===== src/rtl/fir_output_stage.sv =====
// Output stage for the FIR DSP chain: it rounds the 48-bit accumulator, shifts it
// arithmetically and saturates it to OUT_BITS, then buffers samples in an FWFT FIFO.
module fir_output_stage #(
  parameter int    OUT_BITS   = 16,
  parameter int    FRAC_SHIFT = 14,
  parameter string ROUND_MODE = "HALF_UP",
  parameter int    FIFO_DEPTH = 4
) (
  input  logic                clk_i,
  input  logic                rst_i,
  input  logic [47:0]         p_i,
  input  logic                p_valid_i,
  input  logic                clr_i,
  output logic [OUT_BITS-1:0] m_tdata_o,
  output logic                m_tvalid_o,
  input  logic                m_tready_i,
  output logic                sat_o,
  output logic [15:0]         sat_count_o,
  output logic [15:0]         drop_count_o
);

  localparam int STAGES = 2;
  localparam int AW     = $clog2(FIFO_DEPTH);
  localparam int RC_SH  = (FRAC_SHIFT > 0) ? FRAC_SHIFT - 1 : 0;
  localparam logic signed [48:0] RC =
    (ROUND_MODE == "HALF_UP" && FRAC_SHIFT > 0) ? (49'sd1 <<< RC_SH) : 49'sd0;
  localparam logic signed [48:0] MAX_V = (49'sd1 <<< (OUT_BITS - 1)) - 49'sd1;
  localparam logic signed [48:0] MIN_V = -(49'sd1 <<< (OUT_BITS - 1));

  typedef struct packed {
    logic                sat;
    logic [OUT_BITS-1:0] data;
  } samp_t;

  logic [STAGES:1]    vld_pipe;
  logic signed [48:0] r_q;
  logic signed [48:0] shifted;
  samp_t              s2_d, s2_q;

  always_comb begin
    shifted   = r_q >>> FRAC_SHIFT;
    s2_d.sat  = 1'b0;
    s2_d.data = shifted[OUT_BITS-1:0];
    if (shifted > MAX_V) begin
      s2_d.sat  = 1'b1;
      s2_d.data = MAX_V[OUT_BITS-1:0];
    end else if (shifted < MIN_V) begin
      s2_d.sat  = 1'b1;
      s2_d.data = MIN_V[OUT_BITS-1:0];
    end
  end

  // The 49-bit sum leaves headroom for the rounding constant, so it cannot wrap.
  always_ff @(posedge clk_i) begin
    if (rst_i) begin
      vld_pipe <= '0;
      r_q      <= '0;
      s2_q     <= '0;
    end else begin
      vld_pipe <= {vld_pipe[STAGES-1:1], p_valid_i};
      r_q      <= $signed({p_i[47], p_i}) + RC;
      s2_q     <= s2_d;
    end
  end

  // The extra pointer MSB distinguishes a full FIFO from an empty one.
  logic [OUT_BITS-1:0] mem [FIFO_DEPTH];
  logic [AW:0]         wr_ptr, rd_ptr;
  logic                full, rd_en, wr_en, drop_ev, sat_ev;

  assign full       = (wr_ptr[AW] != rd_ptr[AW]) && (wr_ptr[AW-1:0] == rd_ptr[AW-1:0]);
  assign m_tvalid_o = (wr_ptr != rd_ptr);
  assign m_tdata_o  = mem[rd_ptr[AW-1:0]];
  assign rd_en      = m_tvalid_o && m_tready_i;
  assign wr_en      = vld_pipe[STAGES] && (!full || rd_en);
  assign drop_ev    = vld_pipe[STAGES] && full && !rd_en;
  assign sat_ev     = vld_pipe[STAGES] && s2_q.sat;

  always_ff @(posedge clk_i) begin
    if (rst_i) begin
      wr_ptr <= '0;
      rd_ptr <= '0;
      for (int i = 0; i < FIFO_DEPTH; i++) mem[i] <= '0;
    end else begin
      if (wr_en) begin
        mem[wr_ptr[AW-1:0]] <= s2_q.data;
        wr_ptr              <= wr_ptr + 1'b1;
      end
      if (rd_en) rd_ptr <= rd_ptr + 1'b1;
    end
  end

  // A clear in the same cycle as an event wins, and the event is lost.
  always_ff @(posedge clk_i) begin
    if (rst_i || clr_i) begin
      sat_o        <= 1'b0;
      sat_count_o  <= '0;
      drop_count_o <= '0;
    end else begin
      if (sat_ev) begin
        sat_o <= 1'b1;
        if (sat_count_o != 16'hFFFF) sat_count_o <= sat_count_o + 16'd1;
      end
      if (drop_ev && drop_count_o != 16'hFFFF) drop_count_o <= drop_count_o + 16'd1;
    end
  end

endmodule


===== config.mk =====
export PLATFORM = sky130hd
export DESIGN_NAME = fir_output_stage
export DESIGN_NICKNAME = d
export VERILOG_FILES = /design/src/rtl/fir_output_stage.sv
export SDC_FILE = /design/constraint.sdc
export NUM_CORES = 1
export LEC_CHECK = 0
export ABC_AREA = 1
export CORE_MARGIN = 1
export CORE_UTILIZATION = 40
export DETAILED_ROUTE_END_ITERATION = 12
export GPL_TIMING_DRIVEN = 0
export PLACE_DENSITY = 0.57
export SYNTH_ARGS = -nofsm -noshare
export SYNTH_HDL_FRONTEND = slang
export SYNTH_SLANG_ARGS = --single-unit

===== constraint.sdc =====
create_clock -name clk_i -period 4.8 [get_ports clk_i]
set_input_delay 0.96 -clock clk_i [delete_from_list [all_inputs] [get_ports clk_i]]
set_output_delay 0.96 -clock clk_i [all_outputs]
set_load 0.005 [all_outputs]

==> impl_summary.md, run 1 <==
Run status
The run finished with clean final reports.

Setup path
The worst endpoint data arrival time is 2.32 ns. STA classifies the critical path endpoint as a primary output. Data on the critical path is required at its endpoint by 3.84 ns. The largest single stage delay on the critical path is 0.54 ns. STA classifies the critical path startpoint as a flip-flop. The largest individual stage delay along the critical path comes from the cell sky130_fd_sc_hd__clkdlybuf4s50_1. Walking the worst path, the cells encountered are inv_1, clkbuf_1, o21ai_0, o22ai_1, clkdlybuf4s50_1.

Of all nets on the critical path, the largest fanout is 10. The path type of the worst setup path is flip-flop to primary output.

Clock tree
The post-cts resize count is 0. The number of levels in the clock H-tree is 4. Post-CTS timing repair inserted 0 buffers for setup. After clock tree synthesis, the clock-pin slew on the worst setup and hold paths is 0.06 ns. The root buffer cell is sky130_fd_sc_hd__clkbuf_16. The CTS tree is built.

Clock tree synthesis inserted a total of 17 buffers. The cts-stage hold buffer count is 0. The insertion delay to the later sink of the worst-skew pair is 0.43 ns.

The clock sink count is 159. The buffer levels on the longest clock path is 2.

Drt
For this run, design rule violations remaining after detail routing come to 0. The average wire length per cell after detail routing is 14.4 um. After detailed routing, the total wire length is 20.3 mm. Once detail routing completed, the nets flagged for antenna violations numbered 0. The number of vias per cell after detailed routing is 4.82. The number of iterations in the first detailed-routing pass is 5. The vias after detailed routing is 6785. The starting DRC count in detailed routing is 458.

Pwr
The static leakage power is 3.62 nW. Internal power comes to 2.31 mW. The overall power of the completed layout is 3.15 mW. Power spread over the standard cell area amounts to 322 nW/um^2. The clock network accounts for 39.8% of the total power. The total net switching power is 835 uW. The fraction of power spent switching nets is 26.5%. The maximum ir drop on the vdd rail is 255 uV. The sequential power share is 47.1%. The relative contribution of combinational cells to total power is 13.1%.

Synthesis
The number of nets handed over by synthesis was 1078. The commonest cells after synthesis are sky130_fd_sc_hd__nand2_1, sky130_fd_sc_hd__nor2_1, sky130_fd_sc_hd__dfxtp_1. The count of flip-flops with a built-in enable after synthesis is 64.

The cell count after synthesis is 1020. Among all flip-flop cells after synthesis, the most frequent one is sky130_fd_sc_hd__dfxtp_1. The synthesized netlist contains 33 unique library cells. The mapped netlist covers 7940 sq um. By area the synthesized netlist is led by sky130_fd_sc_hd__edfxtp_1, sky130_fd_sc_hd__dfxtp_1, sky130_fd_sc_hd__nand2_1. The post-synthesis register bit count is 159. The largest total area in the synthesized netlist belongs to sky130_fd_sc_hd__edfxtp_1. The most instantiated library cell after synthesis is sky130_fd_sc_hd__nand2_1. The mean cell area of the mapped netlist is 7.78 sq um.

Of the synthesized area, sequential elements account for 48.2%. The post-synthesis async set-or-reset flop share is 0%. The synthesized design devotes to its leading area cell type 24.2% of total area. For this run, the number of Yosys warnings is 0.

Cells and area
The post-route netlist has 9.36% of its cells at a drive strength greater than 1. The number of diodes is 0. For this run, the post-layout net count is 1188. The relative area change from synthesis to final layout is 23.0%.

Floorplanning
The die span in x is 143 um. The I/O pin total is 103. The die is 143 um tall.

The effective utilization at floorplan is 40.8%. The region available for standard cell placement spans 19500 sq um. The floorplan die area is 20400 sq um. The floorplan has 51 rows.

Global route
The via count of the first global-routing pass is 6388. The total track usage is 20.9%. Entering global routing, the biggest net connects 17 pins. After global routing the overflow that remains totals 0. The global-route wire length before repair is 32.5 mm.

The initial antenna violation count is 0.

STA
For the pin with the worst max-slew slack, the measured transition is 1.02 ns. The time the final worst path needs with I/O delays and setup is 3.28 ns. Setup total negative slack on the finished layout was measured at 0 ns. The count of final setup violators is 0.

The final worst setup slack is 1.52 ns. Setup repair after global routing left no endpoint under its margin. In the finished design, the share of the clock period the worst path needs comes to 68.3%. The maximum clock skew at final layout is 0.00879 ns.

Timing would allow up to 0.305 GHz. The final count of hold timing violations came to 0. The final count of pins violating max slew is 0. The headroom to the max-slew limit is 31.7%.

Placement
During placement, the flow inserted port buffers numbering 89. OpenSTA, run right after detailed placement, puts the worst setup slack at 1.58 ns. Routability-driven placement finished with a final weighted congestion of 0.890. Detailed placement ended at an HPWL of 15.2 mm.

Min path
The type of the most critical hold path is flip-flop to flip-flop.

Job
The number of max-capacitance violations reported is 0.
[registers in the layout, summed over array words and instances (netlist names), named ones only]
name          count
vld_pipe          2
rd_ptr            3
s2_q             17
sat_o             1
wr_ptr            3
mem              64
sat_count_o      16
drop_count_o     16
r_q              35
[metrics by stage]
stage / std cells / util, % / hold slack (ns) / instance area, sq um
final: 1408 / 50.2 / 0.405 / 9770
after detailed placement: 1376 / 47.4 / 0.397 / 9220
after CTS: 1408 / 50.2 / 0.406 / 9770
after global routing: 1408 / 50.2 / 0.444 / 9770
after global placement: 1374 / 47.1 / 0.392 / 9160
after floorplan: 1020 / - / 0.388 / 7940
[final timing paths]
check / startpoint / endpoint / slack (ns) / cells after the start
max: flip-flop / m_tdata_o[6] / 1.52 / 5
min: vld_pipe[1]$_SDFF_PP0_ / vld_pipe[2]$_SDFF_PP0_ / 0.41 / 2
max reg2reg: wr_ptr[0]$_SDFFE_PP0P_ / mem[2][9]$_SDFFCE_PN0P_ / 2.41 / 9
min reg2reg: vld_pipe[1]$_SDFF_PP0_ / vld_pipe[2]$_SDFF_PP0_ / 0.41 / 2
[worst max-delay path, delay by kind of cell (launching register included)]
kind / cells / cell delay, ns
buffers and inverters: 3 / 1.11
flip-flops: 1 / 0.40
AO/OA/AOI/OAI: 2 / 0.37
[final cells by class]
type	instances	area, sq um
tap	265	332
buffer	35	191
inverter	92	345
sequential	159	3820
clock buffer	18	439
multi-input combinational	734	3600
fill	1950	9700
timing repair buffer	91	921
clock inverter	14	109
[power by group through the flow]
stage	clock network, mW	logic, mW	registers [mW]
global route	1.32	0.456	1.49
detailed placement	0	0.415	1.51
finish	1.25	0.412	1.48
CTS	1.27	0.417	1.48
global placement	0	0.409	1.51
floorplan	0	0.211	1.51
[cell families (layout without fill, tap and decap cells)]
logic type,Yosys count,count (layout),synth area share [%]
AO/OA/AOI/OAI,146,146,9.55
AND/OR/NAND/NOR,561,561,32.3
XOR/XNOR,22,22,2.43
buffers and inverters,127,250,6.76
adder cells (fa/ha/maj),5,5,0.788
flip-flops,159,159,48.2
[layout by cell type, fill, tap and decap left out, drive strengths merged]
master,instances
o22ai,16
clkinv,8
ha,5
nand2,249
clkbuf,39
clkdlybuf4s50,89
buf,16
o31ai,1
dfxtp,95
nand3b,10
o21a,1
and3,1
xor2,13
inv,96
o21ai,54
nand4,13
clkinvlp,2
xnor2,9
nand3,38
a211oi,1
nor3,57
a21oi,73
edfxtp,64
nor2,192
and2,1
[layer usage]
layer	vias to the layer above	GRT usage [%]	wire length [um]
met2	131	35.2	9580
met1	3063	26.8	9580
li1	3567	-	-
met3	24	4.12	726
met5	-	0	0
met4	0	6.90	388
Power figures use the tool's default switching activity.
==> run 2: changes to the inputs <==
- clock period: 4.8 -> 3.39 ns (I/O delays scaled with it)
==> results of run 2 <==
The final DEF is identical to that of run 1. Status: finished, final reports clean.
Main changes from that run: setup slack after placement 1.58 ns -> 0.451 ns; setup slack after layout 1.52 ns -> 0.395 ns; register-to-register setup slack 2.41 ns -> 1.00 ns; total power 3.15 mW -> 4.46 mW; worst IR drop on VDD 255 uV -> 361 uV
